### src/rtl/pipe_ctrl_pkg.sv
// Shared pipeline encodings: icodes, register/status codes, control FSM states.
// Latency: n/a (constants, types and a pure helper function only).
// Backpressure: n/a.
package pipe_ctrl_pkg;

    // Instruction codes as carried in every stage register
    localparam logic [3:0] I_HALT   = 4'h0;
    localparam logic [3:0] I_NOP    = 4'h1;
    localparam logic [3:0] I_RRMOVQ = 4'h2;
    localparam logic [3:0] I_IRMOVQ = 4'h3;
    localparam logic [3:0] I_RMMOVQ = 4'h4;
    localparam logic [3:0] I_MRMOVQ = 4'h5;
    localparam logic [3:0] I_OPQ    = 4'h6;
    localparam logic [3:0] I_JXX    = 4'h7;
    localparam logic [3:0] I_CALL   = 4'h8;
    localparam logic [3:0] I_RET    = 4'h9;
    localparam logic [3:0] I_PUSHQ  = 4'hA;
    localparam logic [3:0] I_POPQ   = 4'hB;

    // "No register" code; never matches a real source operand
    localparam logic [3:0] RNONE = 4'hF;

    // Stage status codes
    localparam logic [2:0] S_AOK = 3'd1;
    localparam logic [2:0] S_HLT = 3'd2;
    localparam logic [2:0] S_ADR = 3'd3;
    localparam logic [2:0] S_INS = 3'd4;

    typedef enum logic [1:0] {
        ST_BOOT   = 2'd0,
        ST_RUN    = 2'd1,
        ST_HALTED = 2'd2
    } state_t;

    // One bundle of stage controls, MSB first in pipeline order
    typedef struct packed {
        logic f_stall;
        logic d_stall;
        logic d_bubble;
        logic e_bubble;
        logic m_bubble;
        logic w_stall;
        logic set_cc_en;
    } ctrl_t;

    // True for the statuses that must stop the machine
    function automatic logic is_exc(input logic [2:0] stat);
        return (stat == S_HLT) || (stat == S_ADR) || (stat == S_INS);
    endfunction

endpackage

### src/rtl/hazard_detect.sv
// Hazard equations: load-use, pending return, mispredict and exception controls.
// Latency: purely combinational, zero cycles.
// Backpressure: none; results are only meaningful while the pipeline is running.
module hazard_detect
    import pipe_ctrl_pkg::*;
(
    input  logic [3:0] D_icode,
    input  logic [3:0] d_srcA,
    input  logic [3:0] d_srcB,
    input  logic [3:0] E_icode,
    input  logic [3:0] E_dstM,
    input  logic       e_cnd,
    input  logic [3:0] M_icode,
    input  logic [2:0] m_stat,
    input  logic [2:0] W_stat,
    output ctrl_t      run_ctrl,
    output logic       mispred
);

    logic load_use;
    logic ret_pend;
    logic exc_m;
    logic exc_w;

    // Raw hazard conditions
    always_comb begin
        load_use = ((E_icode == I_MRMOVQ) || (E_icode == I_POPQ)) &&
                   (E_dstM != RNONE) &&
                   ((E_dstM == d_srcA) || (E_dstM == d_srcB));
        ret_pend = (D_icode == I_RET) || (E_icode == I_RET) || (M_icode == I_RET);
        mispred  = (E_icode == I_JXX) && !e_cnd;
        exc_m    = is_exc(m_stat);
        exc_w    = is_exc(W_stat);
    end

    // Stage controls; a mispredict bubbles decode even when a load-use stalls it
    always_comb begin
        run_ctrl           = '0;
        run_ctrl.f_stall   = load_use | ret_pend;
        run_ctrl.d_stall   = load_use;
        run_ctrl.d_bubble  = mispred | (ret_pend & ~load_use);
        run_ctrl.e_bubble  = mispred | load_use;
        run_ctrl.m_bubble  = exc_m | exc_w;
        run_ctrl.w_stall   = exc_w;
        run_ctrl.set_cc_en = (E_icode == I_OPQ) & ~exc_m & ~exc_w;
    end

endmodule

### src/rtl/pipe_ctrl.sv
// Pipeline control: BOOT/RUN/HALTED sequencing, stage controls and perf counters.
// Latency: controls combinational from inputs in RUN; state/counters update next edge.
// Backpressure: none; HALTED holds the pipeline frozen until reset.
module pipe_ctrl
    import pipe_ctrl_pkg::*;
(
    input  logic        clk,
    input  logic        rst_n,
    input  logic [3:0]  D_icode,
    input  logic [3:0]  d_srcA,
    input  logic [3:0]  d_srcB,
    input  logic [3:0]  E_icode,
    input  logic [3:0]  E_dstM,
    input  logic        e_cnd,
    input  logic [3:0]  M_icode,
    input  logic [2:0]  m_stat,
    input  logic [2:0]  W_stat,
    output logic        F_stall,
    output logic        D_stall,
    output logic        D_bubble,
    output logic        E_bubble,
    output logic        M_bubble,
    output logic        W_stall,
    output logic        set_cc_en,
    output logic        halted,
    output logic [2:0]  stop_code,
    output logic [31:0] cycle_cnt,
    output logic [31:0] stall_cnt,
    output logic [15:0] mispred_cnt
);

    state_t      state_q, state_d;
    logic [2:0]  stop_code_q, stop_code_d;
    logic [31:0] cycle_cnt_q, cycle_cnt_d;
    logic [31:0] stall_cnt_q, stall_cnt_d;
    logic [15:0] mispred_cnt_q, mispred_cnt_d;

    ctrl_t run_ctrl;
    ctrl_t ctrl;
    logic  mispred;

    hazard_detect u_hazard (
        .D_icode  (D_icode),
        .d_srcA   (d_srcA),
        .d_srcB   (d_srcB),
        .E_icode  (E_icode),
        .E_dstM   (E_dstM),
        .e_cnd    (e_cnd),
        .M_icode  (M_icode),
        .m_stat   (m_stat),
        .W_stat   (W_stat),
        .run_ctrl (run_ctrl),
        .mispred  (mispred)
    );

    // Next state and per-state stage controls
    always_comb begin
        state_d = state_q;
        ctrl    = '0;
        case (state_q)
            ST_BOOT: begin
                ctrl.d_bubble = 1'b1;
                ctrl.e_bubble = 1'b1;
                ctrl.m_bubble = 1'b1;
                state_d       = ST_RUN;
            end
            ST_RUN: begin
                ctrl = run_ctrl;
                if (W_stat != S_AOK) begin
                    state_d = ST_HALTED;
                end
            end
            ST_HALTED: begin
                ctrl.f_stall  = 1'b1;
                ctrl.d_stall  = 1'b1;
                ctrl.e_bubble = 1'b1;
                ctrl.m_bubble = 1'b1;
                ctrl.w_stall  = 1'b1;
            end
            default: begin
                state_d = ST_BOOT;
            end
        endcase
    end

    // Counters and stop-code capture; everything freezes once halted
    always_comb begin
        cycle_cnt_d   = cycle_cnt_q;
        stall_cnt_d   = stall_cnt_q;
        mispred_cnt_d = mispred_cnt_q;
        stop_code_d   = stop_code_q;
        if (state_q != ST_HALTED) begin
            cycle_cnt_d = cycle_cnt_q + 32'd1;
        end
        if (state_q == ST_RUN) begin
            if (run_ctrl.f_stall) begin
                stall_cnt_d = stall_cnt_q + 32'd1;
            end
            if (mispred && (mispred_cnt_q != 16'hFFFF)) begin
                mispred_cnt_d = mispred_cnt_q + 16'd1;
            end
            if (W_stat != S_AOK) begin
                stop_code_d = W_stat;
            end
        end
    end

    // State and counter registers
    always_ff @(posedge clk or negedge rst_n) begin
        if (!rst_n) begin
            state_q       <= ST_BOOT;
            stop_code_q   <= 3'd0;
            cycle_cnt_q   <= 32'd0;
            stall_cnt_q   <= 32'd0;
            mispred_cnt_q <= 16'd0;
        end else begin
            state_q       <= state_d;
            stop_code_q   <= stop_code_d;
            cycle_cnt_q   <= cycle_cnt_d;
            stall_cnt_q   <= stall_cnt_d;
            mispred_cnt_q <= mispred_cnt_d;
        end
    end

    assign F_stall     = ctrl.f_stall;
    assign D_stall     = ctrl.d_stall;
    assign D_bubble    = ctrl.d_bubble;
    assign E_bubble    = ctrl.e_bubble;
    assign M_bubble    = ctrl.m_bubble;
    assign W_stall     = ctrl.w_stall;
    assign set_cc_en   = ctrl.set_cc_en;
    assign halted      = (state_q == ST_HALTED);
    assign stop_code   = stop_code_q;
    assign cycle_cnt   = cycle_cnt_q;
    assign stall_cnt   = stall_cnt_q;
    assign mispred_cnt = mispred_cnt_q;

endmodule

### config.mk
export PLATFORM = sky130hd
export DESIGN_NAME = pipe_ctrl
export DESIGN_NICKNAME = d
export VERILOG_FILES = /design/src/rtl/pipe_ctrl_pkg.sv /design/src/rtl/hazard_detect.sv /design/src/rtl/pipe_ctrl.sv
export SDC_FILE = /design/constraint.sdc
export NUM_CORES = 1
export LEC_CHECK = 0
export CELL_PAD_IN_SITES_DETAIL_PLACEMENT = 0
export CELL_PAD_IN_SITES_GLOBAL_PLACEMENT = 2
export CORE_ASPECT_RATIO = 1.25
export CORE_UTILIZATION = 29
export DETAILED_ROUTE_END_ITERATION = 6
export GPL_TIMING_DRIVEN = 0
export PLACE_DENSITY = 0.86
export SETUP_SLACK_MARGIN = 0.4
export SLEW_MARGIN = 20
export SYNTH_ARGS = -nofsm -noshare
export SYNTH_HDL_FRONTEND = slang
export SYNTH_SLANG_ARGS = --single-unit
### constraint.sdc
create_clock -name clk -period 2.9 [get_ports clk]
set_input_delay 0.58 -clock clk [delete_from_list [all_inputs] [get_ports clk]]
set_output_delay 0.58 -clock clk [all_outputs]
set_load 0.02 [all_outputs]
==> summary.txt <==
Outcome: finished clean
IO Pins: 124
Pins Over Slew Limit: 0
Setup TNS: 0 ns
Worst slew margin: 58.5%
FILL cells: 1408
Max IR drop VDD: 0.382 mV
Clock share of power: 31.5%
Pre-Repair DR Iteration Count: 4
Critical path capture point type: output pin
Avg Cell Area, Syn: 10.6 sq um
Worst hold path class: input port to asynchronous set/reset pin
DP HPWL: 7940 um
# setup viols final: 0
Startpoint Class: input port
Max Fanout on Critical Path: 4
Ys async rst share: 100%
Crit-path slowest cell: dlygate4sd2_1
Comb pwr share: 30.4%
First-pass GRT wire length: 18100 um
Cell Area, Synth: 4290 sq um
Sequential fraction of the synthesis area: 49.6%
Largest net degree at the start of global routing: 49
Dominant cell type by area after synthesis: dfrtp_1
Yosys Warn Count: 0
Sw Share: 32.9%
Worst r2r src: state_q[1]$_DFFE_PN0P_
Initial antenna violation count: 0
Lkg Pwr: 2.80 nW
EDFF count, synth: 0
Seq pwr share: 38.1%
Max Clock Skew: 0.0111 ns
Worst skew pair latency: 0.34 ns
Number of global-route vias before repair: 3607
Antenna Cells: 0
CTS tree: built
CP bufs+invs: 2
Initial core utilization: 29.8%
Max_cap viols: 0
Post-CTS Hold Fix Bufs: 0
Power Internal: 2.54 mW
IO Port Bufs: 123
# rows: 49
Power Total: 3.78 mW
Final WL: 11000 um
Slew @ Worst Pin: 0.619 ns
Synthesized Nets: 446
Clk slew on worst S/H paths: 0.06 ns
RSZ-0062 raised after global routing: yes
Die Ht: 138 um
Final antenna-violating net count: 0
# clock sinks: 85
Setup crit start: E_icode[3]
CP delay by family, top: compound AO/OA/AOI/OAI gates
Final period utilization: 84.3%
Residual DRC: 0
Layout area overhead: 46.0%
P per Cell Area: 604 nW/um^2
Cells after DPL: 708
CTS Root Cell: clkbuf_16
1st-iter DRT viols: 109
CTS HTree Levels: 3
Die Wd: 111 um
Final Hold Fails: 0
Gr ovfl total: 0
Top_reg_cell synth: dfrtp_1
Largest stage delay, worst path: 0.26 ns
Largest cells by area after synthesis: dfrtp_1, xor2_1, xnor2_1
Data arrival, critical path: 1.86 ns
Yosys cell types: 47
Fmax: 0.409 GHz
CTS buffer count: 9
DIE AREA: 15300 sq um
Most common library cells after synthesis: dfrtp_1, xor2_1, xnor2_1
Crit Path Class: input port to output pin
Tmin final: 2.44 ns
Share of layout cells above drive strength 1: 14.8%
Vias: 3543
Req. time, crit path: 2.32 ns
Count leader, synth: dfrtp_1
Psw: 1.25 mW
WL/cell: 14.9 um
Max Buffers Root-to-Sink: 2
Total track usage: 14.8%
Final Non-Filler Cells: 740
Mapped Cells: 406
Yosys reg bits: 85
Worst-path cell chain: dlygate4sd2_1 -> and3b_1 -> o211a_1 -> o21a_1 -> a21oi_2 -> nor2b_1 -> buf_4
Core area: 14400 sq um
Routability cong.: 0.780
Vias per cell: 4.79
Top-area cell type share of the netlist area: 49.6%
Final nets: 597
==> logic make-up after synthesis <==
kind of cell | count (synthesis) | share of synthesized area, %
AOI/OAI and AO/OA | 51 | 8.70
xor gates and xnor gates | 85 | 17.4
adders and majority gates | 7 | 2.04
buffers and inverters | 25 | 2.63
DFF | 85 | 49.6
muxes | 5 | 1.25
and+or+nand+nor | 148 | 18.4
==> power by group through the flow <==
| stage | Clock (mW) | Combinational (mW) | Sequential (mW) |
|---|---|---|---|
| 2_1_floorplan | 0 | 0.448 | 1.56 |
| 5_1_grt | 1.28 | 1.26 | 1.46 |
| 3_5_place_dp | 0 | 1.08 | 1.46 |
| 4_1_cts | 1.23 | 1.12 | 1.44 |
| 3_3_place_gp | 0 | 1.06 | 1.45 |
| 6_report | 1.19 | 1.15 | 1.44 |
==> routing by layer <==
metal / part of all wire (%) / vias up / GRT usage, %
met5: 0 / - / 0
li1: - / 1731 / -
met2: 47 / 105 / 23.9
met3: 5.0 / 18 / 3.32
met1: 46 / 1689 / 18.9
met4: 2.2 / 0 / 7.26
==> placed cells by master (no fill, tap or decap), drive strengths merged, types with 3 or more instances in the layout <==
master	count
inv	20
and3	6
a21oi	21
nand3	29
ha	7
mux2	3
dlygate4sd2	17
a2111oi	3
nand4	25
nor3	10
a21boi	3
buf	31
nand2	26
o21ai	5
dfrtp	85
nor2	31
and4bb	4
nand4b	3
nor4	4
xor2	54
clkbuf	15
clkdlybuf4s15	7
clkdlybuf4s50	88
xnor2	31
a211oi	9
==> area by class of cell <==
cell class / instances / area (sq um) / share of cell area (%)
buffer: 9 / 71.3 / 1.14
clock buffer: 9 / 225 / 3.60
clock inverter: 7 / 77.6 / 1.24
inverter: 16 / 60.1 / 0.959
multi-input combinational: 296 / 2150 / 34.3
sequential: 85 / 2130 / 34.0
tap: 178 / 223 / 3.56
timing repair buffer: 140 / 1330 / 21.2
==> state kept, by name, summed over array words and instances, names as in the netlist <==
name,count
stop_code,3
cycle_cnt,32
mispred_cnt,16
stall_cnt,32
state_q,2
==> final timing paths <==
path | to | slack, ns | cells past startpoint
worst max-delay path | D_stall | 0.46 | 7
worst min-delay path | cycle_cnt[30]$_DFFE_PN0N_ | 0.22 | 1
worst max register to register | stall_cnt[29]$_DFFE_PN0P_ | 0.62 | 9
worst min register to register | cycle_cnt[31]$_DFFE_PN0N_ | 0.47 | 1
max in group asynchronous | mispred_cnt[15]$_DFFE_PN0P_ | 2.05 | 2
min in group clk | cycle_cnt[31]$_DFFE_PN0N_ | 0.47 | 1
==> what timing repair did <==
action,in CTS,in global routing
buffers inserted,9,7
endpoints found under the setup margin,15,11
pin swaps,14,13
resized for setup,90,19
==> through the flow <==
step           util (%)  hold WS (ns)  setup WS (ns)  instance area [sq um]
3_5_place_dp       40.1         0.470         -0.783                   5780
6_report           43.5         0.218          0.456                   6260
3_3_place_gp       39.9         0.459          -1.89                   5750
4_1_cts            42.9         0.222          0.405                   6180
5_1_grt            43.5         0.247          0.366                   6260
2_1_floorplan         -         0.284          0.414                   4300
Note: power is estimated with default switching activity, not from simulation.
